## config.mk

```make
export PLATFORM = sky130hd
export DESIGN_NAME = gmii_rx_frame_parser
export DESIGN_NICKNAME = d
export VERILOG_FILES = /design/src/rtl/gmii_rx_frame_parser_pkg.sv /design/src/rtl/gmii_rx_frame_parser_crc32_d8.sv /design/src/rtl/gmii_rx_frame_parser.sv
export SDC_FILE = /design/constraint.sdc
export NUM_CORES = 1
export LEC_CHECK = 0
export CAP_MARGIN = 20
export CELL_PAD_IN_SITES_DETAIL_PLACEMENT = 0
export CELL_PAD_IN_SITES_GLOBAL_PLACEMENT = 1
export CORE_UTILIZATION = 25
export CTS_CLUSTER_SIZE = 10
export DETAILED_ROUTE_END_ITERATION = 8
export HOLD_SLACK_MARGIN = 0.02
export PLACE_DENSITY = 0.54
export SETUP_SLACK_MARGIN = 0.3
export SYNTH_ARGS = -nofsm -noshare
export SYNTH_HDL_FRONTEND = slang
export SYNTH_SLANG_ARGS = --single-unit
```

## constraint.sdc

```tcl
create_clock -name clk -period 11.35 [get_ports clk]
set_input_delay 2.27 -clock clk [delete_from_list [all_inputs] [get_ports clk]]
set_output_delay 2.27 -clock clk [all_outputs]
set_load 0.005 [all_outputs]
```

## src/rtl/gmii_rx_frame_parser_pkg.sv

```systemverilog
// Shared constants, states and descriptor bundle for the GMII receive frame parser.
// Covers wire bytes, CRC constants, tail layout and flag bit positions.
package gmii_rx_frame_parser_pkg;

    localparam logic [7:0]  PRE_BYTE     = 8'h55;
    localparam logic [7:0]  SFD_BYTE     = 8'hD5;
    localparam logic [31:0] CRC_INIT     = 32'hFFFF_FFFF;
    localparam logic [31:0] CRC_POLY     = 32'hEDB8_8320;
    localparam logic [31:0] CRC_RESIDUE  = 32'hC704_DD7B;
    localparam logic [31:0] NSEC_PER_SEC = 32'd1_000_000_000;
    localparam logic [31:0] LAT_SAT      = 32'hFFFF_FFFF;

    localparam int MAX_PRE   = 7;
    localparam int TAIL_LEN  = 22;
    localparam int TAIL_BITS = TAIL_LEN * 8;

    localparam int FLG_ER   = 0;
    localparam int FLG_FCS  = 1;
    localparam int FLG_RUNT = 2;
    localparam int FLG_OVER = 3;
    localparam int FLG_PRE  = 4;

    typedef enum logic [1:0] {
        ST_IDLE,
        ST_PREAMBLE,
        ST_DATA,
        ST_DROP
    } state_t;

    typedef struct packed {
        logic [15:0] len;
        logic [4:0]  flags;
        logic [63:0] seq;
        logic [47:0] tx_sec;
        logic [31:0] tx_nsec;
        logic [47:0] rx_sec;
        logic [29:0] rx_nsec;
    } desc_t;

    // The CRC engine shifts LSB-first, so its residue is the mirror of the
    // MSB-first constant.
    function automatic logic [31:0] bit_rev32(input logic [31:0] v);
        logic [31:0] r;
        for (int i = 0; i < 32; i++) begin
            r[i] = v[31-i];
        end
        return r;
    endfunction

endpackage

```

## src/rtl/gmii_rx_frame_parser_crc32_d8.sv

```systemverilog
// One-octet step of the reflected IEEE 802.3 CRC32.
// Purely combinational; the caller owns the register.
module crc32_d8
    import gmii_rx_frame_parser_pkg::*;
(
    input  logic [31:0] crc_in,
    input  logic [7:0]  data,
    output logic [31:0] crc_out
);

    always_comb begin
        logic [31:0] c;
        c = crc_in;
        for (int i = 0; i < 8; i++) begin
            if (c[0] ^ data[i]) begin
                c = (c >> 1) ^ CRC_POLY;
            end else begin
                c = c >> 1;
            end
        end
        crc_out = c;
    end

endmodule

```

## src/rtl/gmii_rx_frame_parser.sv

```systemverilog
// GMII receive front end: preamble/SFD strip, FCS check, tail extraction,
// rx timestamping and a two-stage descriptor pipeline with one-way latency.
module gmii_rx_frame_parser
    import gmii_rx_frame_parser_pkg::*;
#(
    parameter int MIN_FRAME = 64,
    parameter int MAX_FRAME = 1518
) (
    input  logic        clk,
    input  logic        resetn,
    input  logic [7:0]  gmii_d,
    input  logic        gmii_en,
    input  logic        gmii_er,
    input  logic [47:0] sec,
    input  logic [29:0] nsec,
    output logic        idle_octet,
    output logic        frame_valid,
    output logic [15:0] frame_len,
    output logic [4:0]  frame_flags,
    output logic [63:0] frame_seq,
    output logic [47:0] frame_tx_sec,
    output logic [31:0] frame_tx_nsec,
    output logic [47:0] frame_rx_sec,
    output logic [29:0] frame_rx_nsec,
    output logic [31:0] frame_latency
);

    state_t state, state_n;
    logic [2:0] pre_cnt, pre_cnt_n;
    logic start, sfd, shift, end_data, end_drop;

    logic [15:0]          len;
    logic [31:0]          crc, crc_next;
    logic [TAIL_BITS-1:0] tail;
    logic                 er_seen;
    logic [47:0]          rx_sec_q;
    logic [29:0]          rx_nsec_q;

    desc_t d1, s1;
    logic  s1_valid;
    logic  [31:0] lat;

    crc32_d8 u_crc (
        .crc_in  (crc),
        .data    (gmii_d),
        .crc_out (crc_next)
    );

    always_ff @(posedge clk or negedge resetn) begin
        if (!resetn) begin
            state   <= ST_IDLE;
            pre_cnt <= '0;
        end else begin
            state   <= state_n;
            pre_cnt <= pre_cnt_n;
        end
    end

    // A preamble cut short by gmii_en=0 is already at its DROP exit, so the
    // bad-preamble descriptor is launched directly from PREAMBLE.
    always_comb begin
        state_n   = state;
        pre_cnt_n = pre_cnt;
        start     = 1'b0;
        sfd       = 1'b0;
        shift     = 1'b0;
        end_data  = 1'b0;
        end_drop  = 1'b0;
        unique case (state)
            ST_IDLE: begin
                if (gmii_en) begin
                    start = 1'b1;
                    if (gmii_d == PRE_BYTE) begin
                        state_n   = ST_PREAMBLE;
                        pre_cnt_n = 3'd1;
                    end else if (gmii_d == SFD_BYTE) begin
                        state_n = ST_DATA;
                        sfd     = 1'b1;
                    end else begin
                        state_n = ST_DROP;
                    end
                end
            end
            ST_PREAMBLE: begin
                if (!gmii_en) begin
                    state_n  = ST_IDLE;
                    end_drop = 1'b1;
                end else if (gmii_d == SFD_BYTE) begin
                    state_n = ST_DATA;
                    sfd     = 1'b1;
                end else if (gmii_d == PRE_BYTE && pre_cnt < 3'(MAX_PRE)) begin
                    pre_cnt_n = pre_cnt + 3'd1;
                end else begin
                    state_n = ST_DROP;
                end
            end
            ST_DATA: begin
                if (gmii_en) begin
                    shift = 1'b1;
                end else begin
                    state_n  = ST_IDLE;
                    end_data = 1'b1;
                end
            end
            ST_DROP: begin
                if (!gmii_en) begin
                    state_n  = ST_IDLE;
                    end_drop = 1'b1;
                end
            end
            default: state_n = ST_IDLE;
        endcase
    end

    always_ff @(posedge clk or negedge resetn) begin
        if (!resetn) begin
            len       <= '0;
            crc       <= '0;
            tail      <= '0;
            er_seen   <= 1'b0;
            rx_sec_q  <= '0;
            rx_nsec_q <= '0;
        end else begin
            if (start) begin
                er_seen <= gmii_er;
            end else if (gmii_en && gmii_er) begin
                er_seen <= 1'b1;
            end
            if (sfd) begin
                crc       <= CRC_INIT;
                len       <= '0;
                tail      <= '0;
                rx_sec_q  <= sec;
                rx_nsec_q <= nsec;
            end else if (shift) begin
                crc  <= crc_next;
                tail <= {tail[TAIL_BITS-9:0], gmii_d};
                if (len != 16'hFFFF) begin
                    len <= len + 16'd1;
                end
            end
        end
    end

    // Oldest tail byte sits in the top octet of the shift register.
    always_comb begin
        d1 = '0;
        if (end_data) begin
            d1.len             = len;
            d1.flags[FLG_ER]   = er_seen;
            d1.flags[FLG_FCS]  = bit_rev32(crc) != CRC_RESIDUE;
            d1.flags[FLG_RUNT] = len < 16'(MIN_FRAME);
            d1.flags[FLG_OVER] = len > 16'(MAX_FRAME);
            d1.rx_sec          = rx_sec_q;
            d1.rx_nsec         = rx_nsec_q;
            if (len >= 16'(TAIL_LEN)) begin
                d1.seq     = tail[175:112];
                d1.tx_sec  = tail[111:64];
                d1.tx_nsec = tail[63:32];
            end
        end else begin
            d1.flags[FLG_PRE] = 1'b1;
        end
    end

    always_ff @(posedge clk or negedge resetn) begin
        if (!resetn) begin
            s1_valid <= 1'b0;
            s1       <= '0;
        end else begin
            s1_valid <= end_data | end_drop;
            if (end_data | end_drop) begin
                s1 <= d1;
            end
        end
    end

    always_comb begin
        logic [47:0] diff;
        logic [31:0] rx32;
        diff = s1.rx_sec - s1.tx_sec;
        rx32 = {2'b00, s1.rx_nsec};
        lat  = LAT_SAT;
        if (s1.len < 16'(TAIL_LEN)) begin
            lat = '0;
        end else if (s1.tx_nsec >= NSEC_PER_SEC) begin
            lat = LAT_SAT;
        end else if (diff == 48'd0 && rx32 >= s1.tx_nsec) begin
            lat = rx32 - s1.tx_nsec;
        end else if (diff == 48'd1) begin
            lat = rx32 + NSEC_PER_SEC - s1.tx_nsec;
        end
    end

    always_ff @(posedge clk or negedge resetn) begin
        if (!resetn) begin
            idle_octet    <= 1'b0;
            frame_valid   <= 1'b0;
            frame_len     <= '0;
            frame_flags   <= '0;
            frame_seq     <= '0;
            frame_tx_sec  <= '0;
            frame_tx_nsec <= '0;
            frame_rx_sec  <= '0;
            frame_rx_nsec <= '0;
            frame_latency <= '0;
        end else begin
            idle_octet  <= ~gmii_en;
            frame_valid <= s1_valid;
            if (s1_valid) begin
                frame_len     <= s1.len;
                frame_flags   <= s1.flags;
                frame_seq     <= s1.seq;
                frame_tx_sec  <= s1.tx_sec;
                frame_tx_nsec <= s1.tx_nsec;
                frame_rx_sec  <= s1.rx_sec;
                frame_rx_nsec <= s1.rx_nsec;
                frame_latency <= lat;
            end
        end
    end

endmodule
```

## Yosys cells after proc, flatten, opt, wreduce, memory -nomap -nowiden

Index checks and enable logic that the tools add are counted.

- Logic and storage cells: 136
- Output and inout bits: 277
- Bits of input ports: 90
- Bits in registers: 829

- Add/sub/neg operators: 6
- Equality and inequality tests: 15
- Reduce and logical (&&, ||, !) cells: 14
- Order comparisons: 7
- Multiplexer cells: 50
- Bitwise gates (word level): 18

Operators by type and width:

| operator | count |
|---|---|
| 2-to-1 mux 32 bit | 14 |
| 2-to-1 mux 176 bit | 2 |
| 2-to-1 mux 226 bit | 1 |
| 2-to-1 mux 144 bit | 1 |
| NOT 13 -> 14 bit | 8 |
| 2-to-1 mux 16 bit | 4 |
| equality test 48 x 1 -> 1 bit (second input constant) | 1 |
| zero test 48 bit | 1 |
| subtractor 48 bit | 1 |
| greater-or-equal comparator 30 x 32 -> 1 bit | 1 |
| greater-or-equal comparator 32 x 30 -> 1 bit (second input constant) | 1 |
| != test 32 bit (second input constant) | 1 |
| subtractor 30 x 32 -> 32 bit | 1 |
| subtractor 31 x 32 -> 32 bit | 1 |
| adder 30 x 30 -> 31 bit (second input constant) | 1 |
| adder 16 x 1 -> 16 bit (second input constant) | 1 |
| greater-or-equal comparator 16 x 5 -> 1 bit (second input constant) | 1 |
| > comparator 16 x 11 -> 1 bit (second input constant) | 1 |
| < comparator 16 x 5 -> 1 bit (second input constant) | 1 |
| < comparator 16 x 7 -> 1 bit (second input constant) | 1 |
| != test 16 bit (second input constant) | 1 |
| 2-to-1 mux 3 bit | 5 |
| 2-to-1 mux 1 bit | 14 |
| 2-to-1 mux 2 bit | 6 |
| other kinds (21) | 40 |

## Logic depth before layout (Yosys ltp)

- Depth after elaboration: 18
- Gate-level depth with buffers: 17

## Hierarchy

A second synthesis with hierarchy kept.

- Cells, all modules: 3,806
- Area total of the unflattened synthesis: 38,901.1 µm²

Modules (own cells, without submodules):

| module | area an instance (µm²) | sequential area each (µm²) | cells an instance | times used |
|---|---|---|---|---|
| gmii_rx_frame_parser | 38,131.6 | 20,744.9 | 3,736 | 1 |
| crc32_d8 | 769.5 | 0.0 | 70 | 1 |

## Worst setup path before layout

OpenSTA, ideal clock, no wires.

- Path kind: reg-to-reg
- From: register s1[110] (netlist bit)
- To: register frame_latency[31]
- Setup time: 0.126 ns
- Arrival time: 4.026 ns
- Cell stages (with the launch flop): 15
- Clock period less this slack: 4.152 ns
- Path buffers: 0
- Path slack: 7.198 ns
- Cell sequence: dfrtp_1 ha_1 fa_1 nor2b_1 o2111ai_1 a21o_1 a211o_1 a2111o_1 a21oi_1 o22ai_1 or4b_4 nor4_4 mux2i_1 mux2i_1 a221o_1

- Word-level cells in the longest chain between the ends: 6
- Elaborated cells between the ends (all ways): 8

Ends and longest elaborated chain:

| what | line | RTL |
|---|---|---|
| start, declared | gmii_rx_frame_parser.sv:39 | `desc_t d1, s1;` |
| start signal, assigned | gmii_rx_frame_parser.sv:169 | `s1 <= '0;` |
| start signal, assigned | gmii_rx_frame_parser.sv:173 | `s1 <= d1;` |
| subtractor 48 bit * | gmii_rx_frame_parser.sv:181 | `diff = s1.rx_sec - s1.tx_sec;` |
| equality test 48 x 1 -> 1 bit / zero test 48 bit (equally long branches) | gmii_rx_frame_parser.sv:190, gmii_rx_frame_parser.sv:188 |  |
| 2-to-1 mux 32 bit / logical AND 1 bit (equally long branches) | gmii_rx_frame_parser.sv:190, gmii_rx_frame_parser.sv:188 |  |
| 2-to-1 mux 32 bit * | gmii_rx_frame_parser.sv:188 | `end else if (diff == 48'd0 && rx32 >= s1.tx_nsec) begin` |
| 2-to-1 mux 32 bit * | gmii_rx_frame_parser.sv:186 | `end else if (s1.tx_nsec >= NSEC_PER_SEC) begin` |
| 2-to-1 mux 32 bit * | gmii_rx_frame_parser.sv:184 | `if (s1.len < 16'(TAIL_LEN)) begin` |
| end signal, assigned | gmii_rx_frame_parser.sv:218 | `frame_latency <= lat;` |
| end, declared | gmii_rx_frame_parser.sv:25 | `output logic [31:0] frame_latency` |

Every way passes the cells marked *; elsewhere a longest branch is shown, timed or not.
A chain may end at the register's enable or synchronous reset.

## Worst setup path in the final report

- From: register s1[111] (netlist bit)
- To: register frame_latency[31]

Same word-level chain as after synthesis.

==> impl_metrics.csv <==
group,metric,value,unit
run_status,status,"completed",
min_path,hp-class,"reg -> reg",
min_path,min_to,"rx_sec_q[40]",
timing,hold_viol,0,
power,clkPwrFrac,0.338,
place,place_congestion,0.8396,
timing,skew,0.03516,ns
worst_setup_path,r2r_start,"s1[111]",
place,placed_cell_area,0.04523,mm2
clocking,cts_tree,"yes",
floorplan,initial_utilization,0.2519,
timing,fmax,187.3,MHz
worst_setup_path,cp_common_cell,"mux2i_1",
worst_setup_path,cp-end-kind,"flip-flop",
cells_and_area,fin_util,0.3098,
worst_setup_path,startpoint_type,"flip-flop",
clocking,htreeDepth,3,
timing,period_needed,5.338,ns
cells_and_area,final_nets,4418,
synth,synth_cell_types,77,
detailed_routing,num_vias,29816,
synth,syn_inst,3880,
worst_setup_path,r2r_slack,6.01,ns
worst_setup_path,reg2regPathDepth,15,
detailed_routing,ant_nets,0,
global_routing,antenna_found_initial,2,
synth,seq_area_frac_synth,0.5272,
place,port_buffers,366,
clocking,cts_buffers,102,
min_path,holdPathStages,2,
cells_and_area,area_growth,22.99,%
cells_and_area,fillers,16173,
detailed_routing,drt_wl_total,133.5,mm
timing,slew_violations,0,
timing,final.setup.tns,0,ns
place,hpwl,93.73,mm
power,leakage,22.07,nW
global_routing,grt_first_pass_wirelength,201.6,mm
clocking,max-clock-path-buffers,3,
timing,fin_ws,6.012,ns
detailed_routing,viasPerCell,4.733,
cells_and_area,final_layout_size_suffix_gt1_frac,0.1070,
floorplan,die_y,398.7,um
floorplan,num_io_pins,367,
detailed_routing,drc_errors,0,
job,maxCapViolCount,0,
synth,synth.area.top_cells,"dfrtp_1 (53%), nand2_1 (7.7%), mux2_2 (7.0%), o21ai_0 (4.9%), ha_1 (3.9%)",
power,p_sw,3.138,mW
power,vdd_drop_max,0.1087,mV
timing,period_share,0.4703,
synth,ys_warn_count,0,
worst_setup_path,crit_type,"reg -> reg",
synth,synth_top_area_frac,0.5272,
clocking,cts_resized,0,
floorplan,die_x,398.7,um
power,power_density,193.4,mW/mm2
clocking,clkSlewWorstSetupHoldPaths,0.06,ns
synth,yosysTopAreaCell,"dfrtp_1",
worst_setup_path,slowest_stage,"o311ai_1",
worst_setup_path,required,11.95,ns
cells_and_area,antennaDiodeCount,0,
worst_setup_path,cp.arrival,5.94,ns
global_routing,grt_max_degree,156,
global_routing,grt_pass1_vias,30505,
clocking,clock_latency,0.73,ns
synth,ys_dominant_reg_cell,"dfrtp_1",
clocking,clkSinkCount,829,
synth,syn-cell-area,0.03935,mm2
clocking,clockRootBuffer,"clkbuf_16",
power,power.internal,6.221,mW
global_routing,grt_overflow_total,0,
worst_setup_path,crit_chain,"inv_1 -> ha_1 -> nor2b_1 -> o311ai_1 -> a211oi_1 -> o31ai_2 -> xor2_1 -> o2111ai_1 -> nor4_1 -> or4b_4 -> nor4_4 -> buf_4 -> mux2i_1 -> mux2i_1 -> a221o_1",
worst_setup_path,reg2reg_to,"frame_latency[31]",
synth,synth_edf_count,0,
place,place_ws,5.708,ns
clocking,post_cts_buffers,0,
power,pwr-share-seq,0.373,
cells_and_area,postLayoutCellArea,0.04839,mm2
floorplan,num_rows,145,
floorplan,die-area,0.1590,mm2
clocking,hold_buffers,0,
global_routing,track_usage,0.1663,
power,p_sw_frac,0.3353,
detailed_routing,wire_per_inst,21.19,um
synth,syn_avg_cell_area,10.14,um2
synth,synthArstFlopShare,1.000,
detailed_routing,drtPass1Iterations,5,
timing,setup_viol,0,
synth,ys_ff_latch,829,
min_path,worstHoldStart,"rx_sec_q[40]",
detailed_routing,first_iter_violations,1918,
timing,grt_setup_unrepaired,"no",
worst_setup_path,cpPeakStageDelay,0.79,ns
timing,worst_pin_slew,1.043,ns
timing,slew-limit-headroom,0.2998,
timing,holdWs,0.4738,ns
synth,syn_nets,4111,
worst_setup_path,path_max_fanout,15,
floorplan,core,0.1562,mm2
power,combPwrFrac,0.289,
state kept, by name (all words and copies together) (netlist names), 48 cells and up:
name	count
s1	243
tail	176
frame_seq	64
frame_rx_sec	48
frame_tx_sec	48
rx_sec_q	48
logic make-up after synthesis:
kind of cell	Yosys count	share of synthesized area
compound gates	911	0.1483
xor+xnor	151	0.03361
fa+ha+maj	141	0.04846
buf+inv	395	0.03819
flops	829	0.5272
mux	253	0.07215
simple gates	1200	0.1320
how the worst max path moves through the flow:
stage                     slack, ns  startpoint  cells past startpoint           endpoint
final                          6.01     s1[111]                     15  frame_latency[31]
after global routing           5.65      s1[37]                     14  frame_latency[31]
after CTS                      5.98     s1[115]                     14  frame_latency[31]
after detailed placement       5.71   gmii_d[3]                      8           tail[77]
after global placement         5.78   gmii_d[3]                      8           tail[70]
after floorplan                7.20     s1[110]                     14  frame_latency[31]
metrics by stage:
stage | cells | power, mW
CTS | 6300 | 9.510
global route | 6300 | 9.901
detailed placement | 6141 | 6.255
floorplan | 3880 | 5.271
finish | 6300 | 9.359
global placement | 6140 | 6.259
routing by layer:
| metal | routed length (um) | vias up | global-route usage |
|---|---|---|---|
| met5 | 31 | - | 0 |
| met4 | 3288 | 4 | 0.05056 |
| met3 | 6830 | 153 | 0.03416 |
| met2 | 58880 | 607 | 0.2507 |
| met1 | 64470 | 14981 | 0.2373 |
| li1 | - | 14071 | - |
synthesized netlist by cell type, types with 9 or more instances:
| cell type | count |
|---|---|
| a22oi_1 | 11 |
| nor4_1 | 21 |
| inv_1 | 189 |
| a211oi_1 | 15 |
| a221o_1 | 11 |
| o21a_1 | 17 |
| nor3_1 | 59 |
| a21oi_1 | 145 |
| buf_1 | 17 |
| xor2_1 | 53 |
| clkbuf_1 | 180 |
| o21bai_1 | 9 |
| a31oi_1 | 17 |
| o211ai_1 | 21 |
| and3_1 | 13 |
| or3_1 | 20 |
| ha_1 | 122 |
| nand3_1 | 43 |
| nand2b_1 | 19 |
| fa_1 | 19 |
| a22o_1 | 142 |
| dfrtp_1 | 829 |
| a211o_1 | 9 |
| nand4_1 | 30 |
| nor2b_1 | 13 |
| mux2_2 | 245 |
| nor2_1 | 117 |
| and2_1 | 13 |
| a21o_1 | 30 |
| xnor2_1 | 98 |
| o221ai_1 | 14 |
| nand2_1 | 805 |
| o21ai_0 | 382 |
cell type report:
type,count,area (um2),area share
Clock buffer,138,2788,0.05761
Clock inverter,21,376.6,0.007782
Inverter,192,721.9,0.01492
Multi-Input combinational cell,2656,17160,0.3546
Sequential cell,829,20750,0.4288
Tap cell,2058,2575,0.05321
Timing Repair Buffer,406,4023,0.08312
worst max-delay path, delay by kind of cell (launching register included):
kind,cells,cell delay (ns)
simple gates,4,1.23
compound gates,5,2.19
fa+ha+maj,1,0.26
buf+inv,2,0.41
flops,1,0.40
mux,2,0.38
xor+xnor,1,0.34
cells in the final DEF, fill, tap and decap left out, drive strengths merged, types with 11 or more instances in the layout:
| master | netlist | layout |
|---|---|---|
| clkbuf | 180 | 138 |
| nor2 | 117 | 117 |
| xor2 | 53 | 53 |
| nand2b | 19 | 19 |
| nand3 | 43 | 43 |
| a21o | 30 | 30 |
| o221ai | 14 | 14 |
| nand4 | 31 | 31 |
| dfrtp | 829 | 829 |
| nor3 | 59 | 59 |
| xnor2 | 98 | 98 |
| a31oi | 17 | 17 |
| buf | 23 | 41 |
| a221o | 11 | 11 |
| nor2b | 13 | 13 |
| mux2 | 245 | 245 |
| a22o | 142 | 142 |
| o211ai | 21 | 21 |
| a211oi | 15 | 15 |
| clkinv | 3 | 13 |
| o21ai | 385 | 385 |
| and2 | 13 | 13 |
| clkdlybuf4s50 | 0 | 365 |
| o21a | 17 | 17 |
| ha | 122 | 122 |
| nor4 | 23 | 23 |
| a22oi | 12 | 12 |
| or3 | 20 | 20 |
| and3 | 13 | 13 |
| nand2 | 805 | 805 |
| fa | 19 | 19 |
| inv | 189 | 192 |
| a21oi | 145 | 145 |
power by group through the flow:
stage / logic [mW] / registers (mW) / clock network (mW)
floorplan: 1.85 / 3.42 / 0
finish: 2.70 / 3.49 / 3.16
global placement: 2.71 / 3.55 / 0
global route: 2.98 / 3.53 / 3.39
detailed placement: 2.71 / 3.55 / 0
CTS: 2.72 / 3.50 / 3.29
Note: power is estimated with default switching activity, not from simulation.
